**src/rtl/gcore_pkg.sv**
```systemverilog
// Shared definitions for the gcore decoder and fetch unit:
// opcode byte values and the fetch FSM state encoding.
package gcore_pkg;

   localparam logic [7:0] OP_NOP  = 8'h00;
   localparam logic [7:0] OP_LDA  = 8'h01;
   localparam logic [7:0] OP_STA  = 8'h02;
   localparam logic [7:0] OP_ADD  = 8'h03;
   localparam logic [7:0] OP_SUB  = 8'h04;
   localparam logic [7:0] OP_AND  = 8'h05;
   localparam logic [7:0] OP_OR   = 8'h06;
   localparam logic [7:0] OP_XOR  = 8'h07;
   localparam logic [7:0] OP_SLL  = 8'h08;
   localparam logic [7:0] OP_JUMP = 8'h09;
   localparam logic [7:0] OP_BZ   = 8'h0A;

   typedef enum logic [1:0] {
      IDLE      = 2'd0,
      FETCH_OP  = 2'd1,
      FETCH_ARG = 2'd2,
      ISSUE     = 2'd3
   } fetch_state_t;

endpackage

```
**src/rtl/gcore_fetch.sv**
```systemverilog
// Instruction fetch for gcore: reads a two-byte instruction (opcode, operand),
// presents it to execute, then advances or redirects the program counter.
module gcore_fetch
   import gcore_pkg::*;
#(
   parameter logic [7:0] RESET_PC = 8'h00
) (
   input  logic       clk,
   input  logic       rst_n,
   input  logic       run,
   output logic       imem_req,
   output logic [7:0] imem_addr,
   input  logic       imem_ack,
   input  logic [7:0] imem_rdata,
   output logic [7:0] op,
   output logic [7:0] arg,
   output logic       op_valid,
   input  logic       op_ready,
   input  logic       jump,
   input  logic       brach,
   input  logic       acc_zero,
   output logic [7:0] pc
);

   fetch_state_t state, state_d;
   logic [7:0]   pc_d, op_d, arg_d;

   always_ff @(posedge clk) begin
      if (!rst_n) begin
         state <= IDLE;
         pc    <= RESET_PC;
         op    <= OP_NOP;
         arg   <= 8'h00;
      end else begin
         state <= state_d;
         pc    <= pc_d;
         op    <= op_d;
         arg   <= arg_d;
      end
   end

   // run is only consulted from IDLE and at acceptance, so a started fetch always issues.
   always_comb begin
      state_d   = state;
      pc_d      = pc;
      op_d      = op;
      arg_d     = arg;
      imem_req  = 1'b0;
      imem_addr = pc;
      op_valid  = 1'b0;
      case (state)
         IDLE: begin
            if (run) state_d = FETCH_OP;
         end
         FETCH_OP: begin
            imem_req = 1'b1;
            if (imem_ack) begin
               op_d    = imem_rdata;
               state_d = FETCH_ARG;
            end
         end
         FETCH_ARG: begin
            imem_req  = 1'b1;
            imem_addr = pc + 8'd1;
            if (imem_ack) begin
               arg_d   = imem_rdata;
               state_d = ISSUE;
            end
         end
         ISSUE: begin
            op_valid = 1'b1;
            if (op_ready) begin
               pc_d    = (jump || (brach && acc_zero)) ? arg : pc + 8'd2;
               state_d = run ? FETCH_OP : IDLE;
            end
         end
         default: state_d = IDLE;
      endcase
   end

endmodule

```
**config.mk**
```make
export PLATFORM = sky130hd
export DESIGN_NAME = gcore_fetch
export DESIGN_NICKNAME = d
export VERILOG_FILES = /design/src/rtl/gcore_pkg.sv /design/src/rtl/gcore_fetch.sv
export SDC_FILE = /design/constraint.sdc
export NUM_CORES = 1
export LEC_CHECK = 0
export BUFFER_PORTS_ARGS = -buffer_cell sky130_fd_sc_hd__buf_4
export CAP_MARGIN = 20
export CORE_MARGIN = 3
export CORE_UTILIZATION = 48
export DETAILED_ROUTE_END_ITERATION = 7
export GPL_ROUTABILITY_DRIVEN = 0
export PLACE_DENSITY = 0.89
export SYNTH_ARGS = -nofsm -noshare
export SYNTH_HDL_FRONTEND = slang
export SYNTH_SLANG_ARGS = --single-unit
```
**constraint.sdc**
```tcl
create_clock -name clk -period 1.6 [get_ports clk]
set_input_delay 0.08 -clock clk [delete_from_list [all_inputs] [get_ports clk]]
set_output_delay 0.08 -clock clk [all_outputs]
set_load 0.1 [all_outputs]
```
# --- Word level (Yosys, flattened, before mapping) ---
# Cells that the tools add are included.
word_totals:
  in_bits: 16
  wordCells: 31
  register_bits: 26
classes:
  n_addsub: 2
  reduce_logical: 8
  eq_ne: 7
  n_mux: 10
ops:
  columns: ["cell", "n"]
  rows:
  - ["$mux W8", 2]
  - ["$add A8 B1 Y8 const B", 1]
  - ["$add A8 B2 Y8 const B", 1]
  - ["$mux W2", 4]
  - ["$ne A2 B2 Y1 const B", 4]
  - ["$pmux W2 S4", 1]
  - ["$reduce_and A2 Y1", 3]
  - ["$eq A2 B2 Y1 const B", 2]
  - ["$reduce_and A4 Y1", 1]
  - ["$mux W1", 3]
  - ["$eq A2 B1 Y1 const B", 1]
  - ["$logic_not A2 Y1", 1]
  - ["$reduce_or A2 Y1", 1]
  - ["$logic_and A1 B1 Y1", 1]
  - ["$logic_or A1 B1 Y1", 1]

# --- Logic depth before layout (Yosys ltp) ---
logic_depth:
  word_depth: 3
  depth_mapped: 7
  ltp_nobuf: 6

# --- Least setup slack after synthesis ---
# Ideal clock, no wire load.
synth_path:
  path_kind: "reg2out"
  from: "register pc[2]"
  to: "output imem_addr[5]"
  path_stages_with_launch: 5
  arrival_time_ps: 3147
  required_time_ps: 1520
  setup_slack_ps: -1627
  path_buffers: 0
  cell_sequence: "dfxtp_1 > ha_1 > nand3_1 > nor2_1 > xor2_1"
synth_between:
  elab_chain_len: 2
synth_rtl:
  columns: ["element", "line", "text"]
  rows:
  - ["start: declaration", "gcore_fetch.sv:22", "output logic [7:0] pc"]
  - ["start signal: assignment", "gcore_fetch.sv:36", "pc <= pc_d;"]
  - ["$add A8 B1 Y8", "gcore_fetch.sv:64", "imem_addr = pc + 8'd1;"]
  - ["$mux W8", "gcore_fetch.sv:51", "case (state)"]
  - ["end: declaration", "gcore_fetch.sv:12", "output logic [7:0] imem_addr,"]
# Every way passes these cells.

# --- Final worst setup path ---
layout_path:
  from: "register pc[1]"
  to: "output imem_addr[4]"
# Same word-level chain as after synthesis.

==> results.txt <==
outcome -> finished, violations left
failing checks -> negative setup slack
part of the power in the clock network -> 0.113
leakage power -> 0.931 nW
RSZ-0062 raised after global routing -> true
M2 GR Usage -> 0.557
CTS tree -> yes
CTS sink cnt -> 26
Cell Rows -> 18
post-synth cell types -> 33
M3 GR Usage -> 0.0566
vias in the first global route -> 1617
PortBufs -> 49
initial antenna violation count -> 1
clock root cell -> clkbuf_4
number of synthesized flops with an enable pin -> 0
hold path cells -> 3
GR Overflow Total -> 0
type of the worst setup path -> register to output port
Worst Skew -> 0.00717 ns
most frequent cell after synthesis -> nand2_1
maximum VDD drop -> 0.00178 V
drt wl/cell -> 25.0 um
Final Hold Slack -> 0.0282 ns
Reg2Reg Depth -> 5
CP Capture Type -> output port
CTS buffer count -> 3
largest net degree at the start of global routing -> 27
Hold Vio Cnt, Final -> 0
power share of the sequential group -> 0.268
Seq/Total Area, Yosys -> 0.383
core area -> 2590 um2
Slew Limit Fails -> 0
hold_buf cts -> 0
n_diodes -> 0
crit path DAT -> 1.79 ns
yosys warns -> 0
hold crit path type -> input pin to register
# IOs -> 50
Final WS setup -> -0.268 ns
Int Power -> 1.44 mW
Post-synth ARST share -> 0
max_slew headroom -> 0.634
area grow syn2layout -> 72.0%
Required @ worst endpoint -> 1.52 ns
Detail Placement HPWL -> 2890 um
clk slew on worst S/H paths -> 0.14 ns
worst r2r src -> pc[1]$_SDFFE_PN0P_
Die ar. -> 3500 um2
final wirelength -> 6530 um
Fmax -> 535 MHz
Hold Path End -> arg[3]$_SDFFE_PN0P_
1st-iter DRT viols -> 238
Yosys top cell by area -> dfxtp_1
Post-synth top cells -> 33 x nand2_1, 26 x dfxtp_1, 24 x nand3_1
Worst Path Max Fanout -> 4
Syn Nets -> 193
die width -> 59.2 um
Pwr per Cell Area -> 1260 nW/um2
count of non-filler cells in the finished layout -> 261
Slew @ Worst Pin -> 0.549 ns
Synth area leaders -> dfxtp_1 38%, a21boi_0 10%, nand2_1 9.1%, nand3_1 8.8%, ha_1 5.5%
Final min period -> 1.87 ns
clk_lat worst skew -> 0.32 ns
Seq cells post-synth -> 26
Avg Vias per Cell -> 6.79
grt peak-use layer -> met2
Switch Pwr -> 1.51 mW
maxcap violations -> 0
ys flop type -> dfxtp_1
Setup crit start kind -> register
hold path start -> imem_rdata[3]
clk buf depth -> 2
dpl cells -> 249
final setup vio count -> 12
Nets -> 254
# DRC -> 0
utilization after layout -> 0.901
final total power -> 2.95 mW
worst reg2reg path endpoint -> pc[5]$_SDFFE_PN0P_
Yosys top cell area share -> 0.383
via count -> 1771
gate count of the mapped netlist -> 171
All-Layer GR Usage -> 0.318
Post-Syn Area -> 1360 um2
Net Sw Frac -> 0.512
first-pass GRT wire length -> 8250 um
power share of the combinational group -> 0.619
first-pass iteration count of the detailed router -> 8
Initial Util -> 0.524
period utilization -> 1.17
R2R Setup Slk -> -0.09 ns
Die Height -> 59.2 um
met1 Use GR -> 0.360
CTS H-Tree Depth -> 1
share of cells above drive strength 1 -> 0.468
post-route ant nets -> 0
Mapped Avg Cell Area -> 7.94 um2
-- sequential cells by signal, indices dropped and copies added, names as in the netlist --
register / count
op: 8
state: 2
pc: 8
arg: 8
-- per-layer routing --
metal | up-vias | share of wire
li1 | 714 | -
met1 | 795 | 0.33
met2 | 188 | 0.47
met3 | 74 | 0.12
met4 | 0 | 0.084
met5 | - | 0
-- critical path, cell delays in order, from the launching register on --
cell     delay (ns)
dfxtp_4        0.43
ha_4           0.17
nand4_1        0.23
buf_4          0.25
xnor2_4        0.18
buf_12         0.20
-- worst max path at each step --
| stage | slack [ns] | depth (start not counted) | start | to |
|---|---|---|---|---|
| 2_1_floorplan | -0.31 | 4 | pc[0]$_SDFFE_PN0P_ | imem_addr[6] |
| 3_3_place_gp | 0.01 | 6 | state[0]$_SDFFE_PN0P_ | imem_addr[6] |
| 3_5_place_dp | -0.007 | 6 | state[0]$_SDFFE_PN0P_ | imem_addr[6] |
| 4_1_cts | -0.08 | 6 | state[0]$_SDFFE_PN0P_ | imem_addr[6] |
| 5_1_grt | -0.38 | 6 | state[1]$_SDFFE_PN0P_ | pc[0]$_SDFFE_PN0P_ |
| 6_report | -0.27 | 5 | pc[1]$_SDFFE_PN0P_ | imem_addr[4] |
-- final cells by class --
type                       count  area (um2)
inverter                       4        15.0
tap                           30        37.5
fill                         102         255
clock buffer                   4        36.3
sequential                    26         547
multi-input combinational    131        1080
timing repair buffer          66         616
-- metrics by stage --
step / TNS (ns) / worst slack, ns / instance area, um2
6_report: -1.31 / -0.268 / 2330
5_1_grt: -2.33 / -0.378 / 2330
4_1_cts: -0.224 / -0.0810 / 2240
3_5_place_dp: -0.00711 / -0.00711 / 1990
3_3_place_gp: 0 / 0.0147 / 1990
2_1_floorplan: -1.36 / -0.312 / 1580
-- cells by family after synthesis --
| logic type | count (synthesis) | synth area share |
|---|---|---|
| adders and majority gates | 6 | 0.0553 |
| muxes | 3 | 0.0230 |
| xor gates and xnor gates | 7 | 0.0452 |
| and+or+nand+nor | 75 | 0.257 |
| AOI/OAI and AO/OA | 40 | 0.196 |
| DFF | 26 | 0.383 |
| buffers and inverters | 14 | 0.0396 |
-- repair_timing --
action                                 in CTS  in global routing
gates resized for setup                    37                 18
buffers inserted                            8                  0
setup endpoints to repair                   8                 12
pin swaps                                  11                  4
endpoints found under the hold margin       0                  0
-- cells in the final DEF (no fill, tap or decap), drive strengths merged, types with 3 or more instances in the layout --
cell type | synthesis | final
buf | 2 | 66
o21ai | 4 | 4
dfxtp | 26 | 26
nor2 | 4 | 4
a21oi | 9 | 9
inv | 4 | 4
clkbuf | 8 | 4
xor2 | 4 | 4
nand3 | 25 | 25
xnor2 | 3 | 3
nor3 | 3 | 3
ha | 6 | 6
nand2 | 33 | 33
a21boi | 18 | 18
-- power by group through the flow --
| stage | Sequential [mW] | Clock, mW | Combinational (mW) |
|---|---|---|---|
| global route | 0.796 | 0.363 | 1.89 |
| CTS | 0.780 | 0.334 | 1.58 |
| floorplan | 1.18 | 0 | 0.747 |
| global placement | 0.775 | 0 | 1.44 |
| finish | 0.792 | 0.335 | 1.83 |
| detailed placement | 0.780 | 0 | 1.47 |
No activity file was read; power rests on OpenSTA's default activity.
